===== config.mk =====
export PLATFORM = sky130hd
export DESIGN_NAME = macro_mux_ndff_multi
export DESIGN_NICKNAME = d
export VERILOG_FILES = /design/src/rtl/mux_ndff_pkg.sv /design/src/rtl/mux_ndff_edge_sync.sv /design/src/rtl/macro_mux_ndff_multi.sv
export SDC_FILE = /design/constraint.sdc
export NUM_CORES = 1
export LEC_CHECK = 0
export ABC_AREA = 1
export CAP_MARGIN = 5
export CORE_ASPECT_RATIO = 0.5
export CORE_MARGIN = 2
export CORE_UTILIZATION = 50
export DETAILED_ROUTE_END_ITERATION = 7
export GPL_ROUTABILITY_DRIVEN = 0
export PLACE_DENSITY = 0.8
export SYNTH_ARGS = -nofsm -noshare
export SYNTH_HDL_FRONTEND = slang
export SYNTH_SLANG_ARGS = --single-unit

===== constraint.sdc =====
create_clock -name clk -period 1.6 [get_ports clk]
set_input_delay 0.48 -clock clk [delete_from_list [all_inputs] [get_ports clk]]
set_output_delay 0.48 -clock clk [all_outputs]
set_load 0.03 [all_outputs]

===== src/rtl/mux_ndff_pkg.sv =====
// Shared constants for the mux-recirculation CDC receiver.
package mux_ndff_pkg;

    // Capture qualifier modes
    localparam int EN_MODE_EDGE    = 0;  // rising edge of en captures
    localparam int EN_MODE_TOGGLE  = 1;  // any transition of en captures

    // Legal synchroniser depths
    localparam int SYNC_STAGES_MIN = 2;
    localparam int SYNC_STAGES_MAX = 4;

    // Width of the per-channel gap counter; at least one bit so a disabled
    // gap check still elaborates to a legal (constant-zero) register.
    function automatic int gap_width(input int min_gap);
        return (min_gap > 0) ? $clog2(min_gap + 1) : 1;
    endfunction

endpackage


===== src/rtl/mux_ndff_edge_sync.sv =====
// Per-channel enable synchroniser, edge register, post-reset priming and
// capture-pulse generation.
module mux_ndff_edge_sync
    import mux_ndff_pkg::*;
#(
    parameter int SYNC_STAGES = 2,
    parameter int EN_MODE     = EN_MODE_EDGE
) (
    input  logic clk,
    input  logic rstn,
    input  logic en_i,
    output logic pulse_o
);

    localparam int                 PRIME_W    = $clog2(SYNC_STAGES_MAX + 2);
    localparam logic [PRIME_W-1:0] PRIME_LOAD = PRIME_W'(SYNC_STAGES + 1);

    (* ASYNC_REG = "TRUE" *) logic [SYNC_STAGES-1:0] sync_q;
    logic               s_d_q;
    logic [PRIME_W-1:0] prime_q;
    logic [PRIME_W-1:0] prime_d;
    logic               s;
    logic               edge_det;

    assign s = sync_q[SYNC_STAGES-1];

    // Priming counter counts down to zero after reset and then rests there
    always_comb begin
        prime_d = prime_q;
        if (prime_q != '0) begin
            prime_d = prime_q - PRIME_W'(1);
        end
    end

    // Synchroniser chain, edge register and priming counter
    always_ff @(posedge clk) begin
        if (!rstn) begin
            sync_q  <= '0;
            s_d_q   <= 1'b0;
            prime_q <= PRIME_LOAD;
        end else begin
            sync_q  <= {sync_q[SYNC_STAGES-2:0], en_i};
            s_d_q   <= s;
            prime_q <= prime_d;
        end
    end

    // The edge register tracks the chain during priming, so a level held
    // across reset is absorbed before pulses are allowed out.
    assign edge_det = (EN_MODE == EN_MODE_TOGGLE) ? (s ^ s_d_q) : (s & ~s_d_q);
    assign pulse_o  = edge_det & (prime_q == '0);

endmodule


===== src/rtl/macro_mux_ndff_multi.sv =====
// Multi-channel mux-recirculation CDC receiver (clkb domain): per channel an
// enable is synchronised and edge-detected, and the resulting pulse loads the
// channel's data bus into a holding register, with overrun and data-stability
// checking.
module macro_mux_ndff_multi
    import mux_ndff_pkg::*;
#(
    parameter int NUM_CH       = 4,
    parameter int WIDTH        = 8,
    parameter int SYNC_STAGES  = 2,
    parameter int EN_MODE      = 0,
    parameter int MIN_GAP      = 4,
    parameter int CHECK_STABLE = 1
) (
    input  logic                    clk,
    input  logic                    rstn,
    input  logic [NUM_CH*WIDTH-1:0] data,
    input  logic [NUM_CH-1:0]       en,
    input  logic [NUM_CH-1:0]       clr_err,
    output logic [NUM_CH*WIDTH-1:0] data_sync,
    output logic [NUM_CH-1:0]       data_vld,
    output logic [NUM_CH-1:0]       overrun,
    output logic [NUM_CH-1:0]       mismatch
);

    localparam int               GAP_W    = gap_width(MIN_GAP);
    localparam logic [GAP_W-1:0] GAP_LOAD = GAP_W'(MIN_GAP);

    if (SYNC_STAGES < SYNC_STAGES_MIN || SYNC_STAGES > SYNC_STAGES_MAX) begin : g_bad_stages
        $error("macro_mux_ndff_multi: SYNC_STAGES=%0d outside %0d..%0d",
               SYNC_STAGES, SYNC_STAGES_MIN, SYNC_STAGES_MAX);
    end

    if (EN_MODE != EN_MODE_EDGE && EN_MODE != EN_MODE_TOGGLE) begin : g_bad_mode
        $error("macro_mux_ndff_multi: EN_MODE=%0d outside 0..1", EN_MODE);
    end

    for (genvar c = 0; c < NUM_CH; c++) begin : g_ch
        logic             pulse;
        logic [WIDTH-1:0] din;
        logic [WIDTH-1:0] cap_q;
        logic [WIDTH-1:0] cap_d;
        logic             vld_q;
        logic [GAP_W-1:0] gap_q;
        logic [GAP_W-1:0] gap_d;
        logic             ovr_q;
        logic             ovr_d;
        logic             mis_q;
        logic             mis_d;

        mux_ndff_edge_sync #(
            .SYNC_STAGES (SYNC_STAGES),
            .EN_MODE     (EN_MODE)
        ) u_edge_sync (
            .clk     (clk),
            .rstn    (rstn),
            .en_i    (en[c]),
            .pulse_o (pulse)
        );

        assign din = data[c*WIDTH +: WIDTH];

        // Next-state for capture, gap counter and sticky error flags
        always_comb begin
            cap_d = cap_q;
            gap_d = gap_q;
            ovr_d = ovr_q;
            mis_d = mis_q;

            if (gap_q != '0) begin
                gap_d = gap_q - GAP_W'(1);
            end

            // Clear first so that a coincident set takes priority
            if (clr_err[c]) begin
                ovr_d = 1'b0;
                mis_d = 1'b0;
            end

            if (pulse) begin
                cap_d = din;
                gap_d = GAP_LOAD;
                if (gap_q != '0) begin
                    ovr_d = 1'b1;
                end
            end

            // One cycle after a capture the source must still present the
            // captured word; the holding register is deliberately not refreshed.
            if ((CHECK_STABLE != 0) && vld_q && (din != cap_q)) begin
                mis_d = 1'b1;
            end
        end

        // Per-channel state registers
        always_ff @(posedge clk) begin
            if (!rstn) begin
                cap_q <= '0;
                vld_q <= 1'b0;
                gap_q <= '0;
                ovr_q <= 1'b0;
                mis_q <= 1'b0;
            end else begin
                cap_q <= cap_d;
                vld_q <= pulse;
                gap_q <= gap_d;
                ovr_q <= ovr_d;
                mis_q <= mis_d;
            end
        end

        assign data_sync[c*WIDTH +: WIDTH] = cap_q;
        assign data_vld[c]                 = vld_q;
        assign overrun[c]                  = ovr_q;
        assign mismatch[c]                 = mis_q;
    end

endmodule


Word-level counts from Yosys, hierarchy flattened
Index checks and enable logic that the tools add are counted.
- bits of input ports: 42
- bits in registers: 80
- output and inout port bits: 44
- logic and storage cells: 117
- reductions and logical operators: 28
- eq/ne operators: 4
- mux-type cells: 28
- bitwise operators: 13
- add/subtract/negate cells: 8
- operator list (kind ; count):
    $ne 8x8->1 ; 4
    $mux 3 ; 8
    $reduce_bool 3->1 ; 8
    $sub 3x1->3 const B ; 8
    $mux 1 ; 20
    $reduce_bool 2->1 ; 8
    $logic_not 3->1 ; 4
    $and 1x1->1 ; 8
    $reduce_or 2->1 ; 4
    $not 1->1 ; 5
    $logic_and 1x1->1 ; 4

Depth between registers and ports, before layout
- word-level depth: 4
- mapped depth: 8
- gate-level depth less buffers: 8

Hierarchy
A second synthesis with hierarchy kept.
- cell total of the unflattened synthesis: 491
- area total of the unflattened synthesis: 3673.5 um2
- modules (own cells, without submodules) (module ; instances ; cells an instance ; seq. area each (um2) ; area each (um2)):
    macro_mux_ndff_multi ; 1 ; 359 ; 1121.1 ; 2682.6
    mux_ndff_edge_sync ; 4 ; 33 ; 120.1 ; 247.7

Worst setup path after synthesis
Ideal clock, no wire load.
- path kind: register to register
- start: register g_ch[2].gap_q[0]
- end: register g_ch[2].gap_q[0]
- data required time: 1530 ps
- cell stages (with the launch flop): 6
- path slack: 335 ps
- period minus slack after synthesis: 1265 ps
- library setup time: 70 ps
- buffers on the path: 0
- arrival time: 1195 ps
- cells stage by stage: dfxtp_1 > inv_1 > ha_1 > ha_1 > or2_2 > a21oi_1
- cells in the longest elaborated chain, start to end: 1
- elaborated cells on any way between the ends: 2
- classes of those cells: 1 x add/sub; 1 x reduce/logical
- ends and longest elaborated chain (what ; RTL line ; source):
    start: declaration ; macro_mux_ndff_multi.sv:44 ; logic [GAP_W-1:0] gap_q;
    start signal: assignment ; macro_mux_ndff_multi.sv:106 ; gap_q <= gap_d;
    $sub 3x1->3 or $reduce_bool 3->1 (tied branches) ; macro_mux_ndff_multi.sv:71, macro_mux_ndff_multi.sv:70 ;
Several ways; a longest one is shown, not always the timed one.
A chain may end at the register's enable or synchronous reset.

Worst setup path after layout
- start: register g_ch[2].ovr_q
- end: output port overrun[2]
- RTL lines (what ; RTL line ; source):
    start: declaration ; macro_mux_ndff_multi.sv:46 ; logic ovr_q;
    start signal: assignment ; macro_mux_ndff_multi.sv:107 ; ovr_q <= ovr_d;
    end: declaration ; macro_mux_ndff_multi.sv:22 ; output logic [NUM_CH-1:0] overrun,
No word-level cell between the ends.

==> results.py <==
metrics = {
    "detailed_routing": {
        "drt-initial-drc-count": 126,
        "antenna_left": 0,
        "drtPass1Iterations": 4,
        "drc_errors": 0,
        "viasPerCell": 4.75,
        "route.vias.total": 3106,
        "wl_per_cell_um": 11.2,
        "wl_mm": 7.31,
    },
    "die": {
        "rows": 22,
        "die_area_um2": 8150,
        "die_x_um": 126,
        "io_pins": 86,
        "start_util": 0.511,
        "core_um2": 7240,
        "die_h_um": 64.8,
    },
    "layout": {
        "fin_area_um2": 4830,
        "drive_above_1_share": 0.108,
        "area_delta_synth_final_pct": 30.5,
        "fin_nets": 615,
        "multi_input_area_um2": 1650,
        "regArea_um2": 1600,
        "antennaDiodeCount": 0,
        "fillers": 611,
    },
    "sta": {
        "fin_hold_ws_ns": 0.413,
        "finalHoldViolations": 0,
        "fmax_mhz": 636,
        "fin_crit_ns": 1.57,
        "slew_headroom": 0.776,
        "min_period_over_period": 0.982,
        "final.setup.worst_slack_ns": 0.0281,
        "setup_viol": 0,
        "drv_slew": 0,
        "tightest_slew_ns": 0.337,
        "rsz0062_at_grt": "no",
        "fin_skew_ns": 0.00570,
    },
    "synthesis": {
        "syn_avg_cell_area_um2": 7.91,
        "synth.ff_latch_count": 80,
        "syn_nets": 530,
        "synth_edf_count": 0,
        "synth_cells": 468,
        "synth-async-reset-ratio": 0,
        "ys_warn_count": 0,
        "synth.cell_area_um2": 3700,
        "synth_cell_types": 24,
        "yosysSeqAreaShare": 0.433,
        "ys.flop_type": "dfxtp_1",
    },
    "clock_tree": {
        "cts_tree": "yes",
        "cts_max_path_buffers": 2,
        "h-tree-depth": 3,
        "cts_setup_buffers": 0,
        "cts.clk_slew.worst_paths_ns": 0.06,
        "cts.sinks": 80,
        "clk_latency_ns": 0.34,
        "cts_buffers": 9,
        "cts_root_buf": "clkbuf_16",
    },
    "setup_path": {
        "critPathSlowestCell": "dlygate4sd2_1",
        "worst-r2r-cell-count": 7,
        "crit_path_start_kind": "flop",
        "cp_num_cells": 1,
        "path_cells": "dlygate4sd2_1",
        "arrival_ns": 1.09,
        "path_buf_inv": 1,
        "worstPathMaxFanout": 2,
        "slowest_delay_ns": 0.41,
        "required_ns": 1.12,
        "critical-path-top-delay-family": "buffers and inverters",
        "critical_path_class": "reg -> out",
        "worst_setup_path_end_kind": "output port",
    },
    "status": {
        "status": "finished, final reports clean",
    },
    "power": {
        "ir_drop_mv": 0.581,
        "p_leak_nw": 2.50,
        "p_sw_frac": 0.276,
        "switching_power_mw": 1.51,
        "clkPwrFrac": 0.382,
        "power.share.sequential": 0.418,
        "p_int_mw": 3.95,
        "powerDensity_nw_per_um2": 1130,
        "pwr-share-comb": 0.200,
    },
    "place": {
        "place_hpwl_mm": 5.43,
        "pre_cts_slack_ns": -0.0229,
        "place_area_um2": 4600,
        "io_buffers": 85,
    },
    "global_routing": {
        "grt_pass1_vias": 2931,
        "gr-total-overflow": 0,
        "antenna_found_initial": 0,
        "grt_max_degree": 17,
        "grt_pass1_wl_mm": 12.5,
        "grtUsageTotal": 0.190,
    },
    "worst_hold_path": {
        "hp-class": "reg -> reg",
        "whs_path_depth": 2,
    },
    "job": {
        "maxCapViolations": 0,
    },
}
-- area by class of cell --
class / count / share of cell area
multi-input cells: 285 / 0.341
flip-flops and latches: 80 / 0.332
repair buffers: 92 / 0.170
inverters: 85 / 0.0686
clock buffers: 11 / 0.0523
well taps: 96 / 0.0249
clock inverters: 5 / 0.0114
-- tightest hold or removal path, cell delays in order, from the launching register on --
cell and delay, ns:
dfxtp_1 0.30, nand2_1 0.05, inv_1 0.04
-- routing by layer --
metal  vias up  GRT usage  share of wire  routed length, µm
met5         -          0              0                  0
met3        12     0.0636          0.056                410
met1      1410      0.217           0.45               3310
met2        71      0.339           0.47               3470
met4         0     0.0583          0.016                119
li1       1613          -              -                  -
-- registers in the layout, indices dropped and copies added (netlist names) --
signal,count
g_ch.cap_q,32
g_ch.gap_q,12
g_ch.mis_q,4
g_ch.ovr_q,4
g_ch.u_edge_sync.prime_q,12
g_ch.u_edge_sync.s_d_q,4
g_ch.u_edge_sync.sync_q,8
g_ch.vld_q,4
-- final timing paths --
kind | startpoint | to | slack (ns)
worst max-delay path | g_ch[2].ovr_q | overrun[2] | 0.03
worst max register to register | g_ch[2].u_edge_sync.prime_q[0] | g_ch[2].cap_q[3] | 0.17
worst min register to register | g_ch[1].u_edge_sync.sync_q[0] | g_ch[1].u_edge_sync.sync_q[1] | 0.41
worst min-delay path | g_ch[1].u_edge_sync.sync_q[0] | g_ch[1].u_edge_sync.sync_q[1] | 0.41
-- stage by stage --
step	std cells	setup TNS [ns]	total power [mW]	utilization
floorplan	468	0	3.11	-
global route	654	0	5.79	0.667
detailed placement	638	-0.0229	3.43	0.635
CTS	654	0	5.52	0.672
finish	654	0	5.46	0.667
global placement	638	-0.0286	3.35	0.635
-- Yosys cell counts, types with 5 or more instances --
library cell,count,area (µm²)
ha_1,20,250
nand2_1,137,514
a21oi_1,17,85.1
inv_1,80,300
o21ai_0,8,40.0
dfxtp_1,80,1600
nand3_1,24,120
nor2_1,17,63.8
buf_4,13,97.6
xnor2_1,16,140
o22ai_1,18,113
inv_4,5,31.3
-- placed cells by master (no fill, tap or decap), drive strengths merged, types with 18 or more instances in the layout --
master         Yosys  final
nand2            137    137
o22ai             18     18
nand3             24     24
clkdlybuf4s15      0     18
nor2              25     25
clkdlybuf4s50      0     40
clkbuf             1     23
ha                20     20
dfxtp             80     80
inv               85     85
-- power groups by stage --
stage               clock [mW]  combinational (mW)  sequential (mW)
floorplan                    0               0.796             2.32
global placement             0                1.04             2.31
detailed placement           0                1.10             2.32
CTS                       2.13                1.11             2.28
global route              2.21                1.27             2.31
finish                    2.08                1.09             2.28
-- what timing repair did --
action	in CTS	in global routing
setup endpoints to repair	44	30
hold buffers	0	0
resized for setup	53	33
pin swaps	0	0
-- cells by family (layout without fill, tap and decap cells) --
kind of cell               count (synthesis)  in the layout  share of synthesized area
and+or+nand+nor                          195            195                      0.252
xor gates and xnor gates                  17             17                     0.0402
DFF                                       80             80                      0.433
AOI/OAI and AO/OA                         53             53                     0.0858
buffers and inverters                    103            193                      0.122
adders and majority gates                 20             20                     0.0676
Power figures use the tool's default switching activity.
==> variant: new RTL, config.mk and constraints unchanged <==
`NUM_CH`: 4 -> 3.
--- a/src/rtl/macro_mux_ndff_multi.sv
+++ b/src/rtl/macro_mux_ndff_multi.sv
@@ -5,7 +5,7 @@
 module macro_mux_ndff_multi
     import mux_ndff_pkg::*;
 #(
-    parameter int NUM_CH       = 4,
+    parameter int NUM_CH       = 3,
     parameter int WIDTH        = 8,
     parameter int SYNC_STAGES  = 2,
     parameter int EN_MODE      = 0,
Ports: changed (7 resized); port bits go from 86 to 65. The function was not compared with the original's and may differ.
==> variant against the unedited design <==
Final area fell by 27%. First-iteration DRC count fell by 45%. Setup slack improved by 0.023 ns. Hold slack got worse by 0.0026 ns. Clock power fell by 48%. Count of clock-buffer cells in the layout rose by 1. Power fell by 34%. Fmax rose by 1.5%. Synthesized area fell by 26%. Wire length fell by 21%. Sequential cell count fell by 20. Clock skew rose by 0.0013 ns. Critical path depth did not move.
==> variant: results (changes against the unedited design) <==
Clocking
  • H-tree levels: 3 (unchanged)
  • Resized cells post-CTS: 46 (-13%)
  • Clock Root Buffer: clkbuf_8
  • Sink Count: 60 (-25%)

Global routing
  • Global-route wire length before repair: 9430 um (-25%)
  • Vias in the first global route: 2,242 (-24%)
  • Largest net degree at the start of global routing: 15 (-2)

Synthesis
  • Post-synthesis xor/xnor area fraction: 4.15% (+0.13 points)
  • Sequential fraction of the synthesis area: 43.8% (+0.54 points)
  • Cell variety after synth: 25 (+4.2%)
  • Synth area leaders: dfxtp_1, nand2_1, inv_1, ha_1, xnor2_1
  • Post-synthesis compound-gate area fraction: 8.76% (+0.18 points)

Final layout
  • Clk tree area frac: 4.24% (-2.1 points)
  • Comb_multi_in: 214 (-25%)
  • Largest register FFs: 24 (-25%)
  • Largest registers: g_ch.cap_q: 24 flops, g_ch.gap_q: 9 flops, g_ch.u_edge_sync.prime_q: 9 flops
  • Logic inverters: 63 (-26%)
  • Sequential Area: 0.00120 mm2 (-25%)
  • Buffers, non-clock: 75 (-18%)
  • Share of cells above drive strength 1: 13.8% (+3.1 points)
  • Post-layout nets: 470 (-24%)
  • Clock buf count: 12 (+1)
  • Fraction of area in multi-input gates: 34.6% (+0.46 points)

STA
  • Final setup margin: 0.0514 ns (+0.0234 ns)
  • Worst Tran Pin Value: 0.310 ns (-0.0269 ns)
  • Hold WS: 0.410 ns (-0.00260 ns)
  • Clock skew: 0.00699 ns (+0.00129 ns)

Placement
  • Pre-CTS setup slack: -0.117 ns (-0.0937 ns)
  • Hpwl dp: 4530 um (-17%)
  • Input/output buffers: 64 (-25%)

Hold path
  • Min-delay src: g_ch[0].u_edge_sync.sync_q[0]$_SDFF_PN0_
  • Hold endpoint: g_ch[0].u_edge_sync.sync_q[1]$_SDFF_PN0_

Critical path
  • Worst Setup EP: overrun[0]
  • Reg-to-reg slack, setup: 0.19 ns (+0.02 ns)
  • Reg2reg end: g_ch[0].cap_q[1]$_SDFFE_PN0P_
  • Crit Reg-Reg Startpoint: g_ch[0].u_edge_sync.prime_q[0]$_SDFFE_PN1P_
  • Arr. time, crit path: 1.07 ns (-0.02 ns)
  • R2r worst-path depth: 8 (+1)

Power
  • Maximum vdd ir drop: 530 uV (-8.7%)
  • Leak pwr: 1.83 nW (-27%)

Route
  • Routed via count: 2,325 (-25%)
  • Routed length per instance: 11.6 um (+3.8%)
  • Initial DRC Count: 69 (-45%)

Run status
  • Status: finished, final reports clean
## variant: power by group
part	total, mW	leakage, nW	switching, mW	internal [mW]
clock	1.09	0.0800	0.541	0.546
combinational	0.818	1.26	0.446	0.371
sequential	1.71	0.489	0.0814	1.63
total	3.62	1.83	1.07	2.55
## variant: stage by stage
step / cells / instance area [um2] / utilization (%) / setup TNS [ns]
after CTS: 497 / 3590 / 70.3 / 0
after global routing: 497 / 3540 / 69.2 / 0
after floorplan: 350 / 2740 / - / 0
after detailed placement: 482 / 3460 / 67.7 / -1.84
final: 497 / 3540 / 69.2 / 0
after global placement: 482 / 3460 / 67.7 / -0.979
## variant: routing by layer
layer / wire (um) / vias up / track usage [%]
met5: 0 / - / 0
met4: 73 / 0 / 8.06
met3: 235 / 9 / 7.67
met2: 2940 / 39 / 36.1
met1: 2530 / 1059 / 21.3
li1: - / 1218 / -
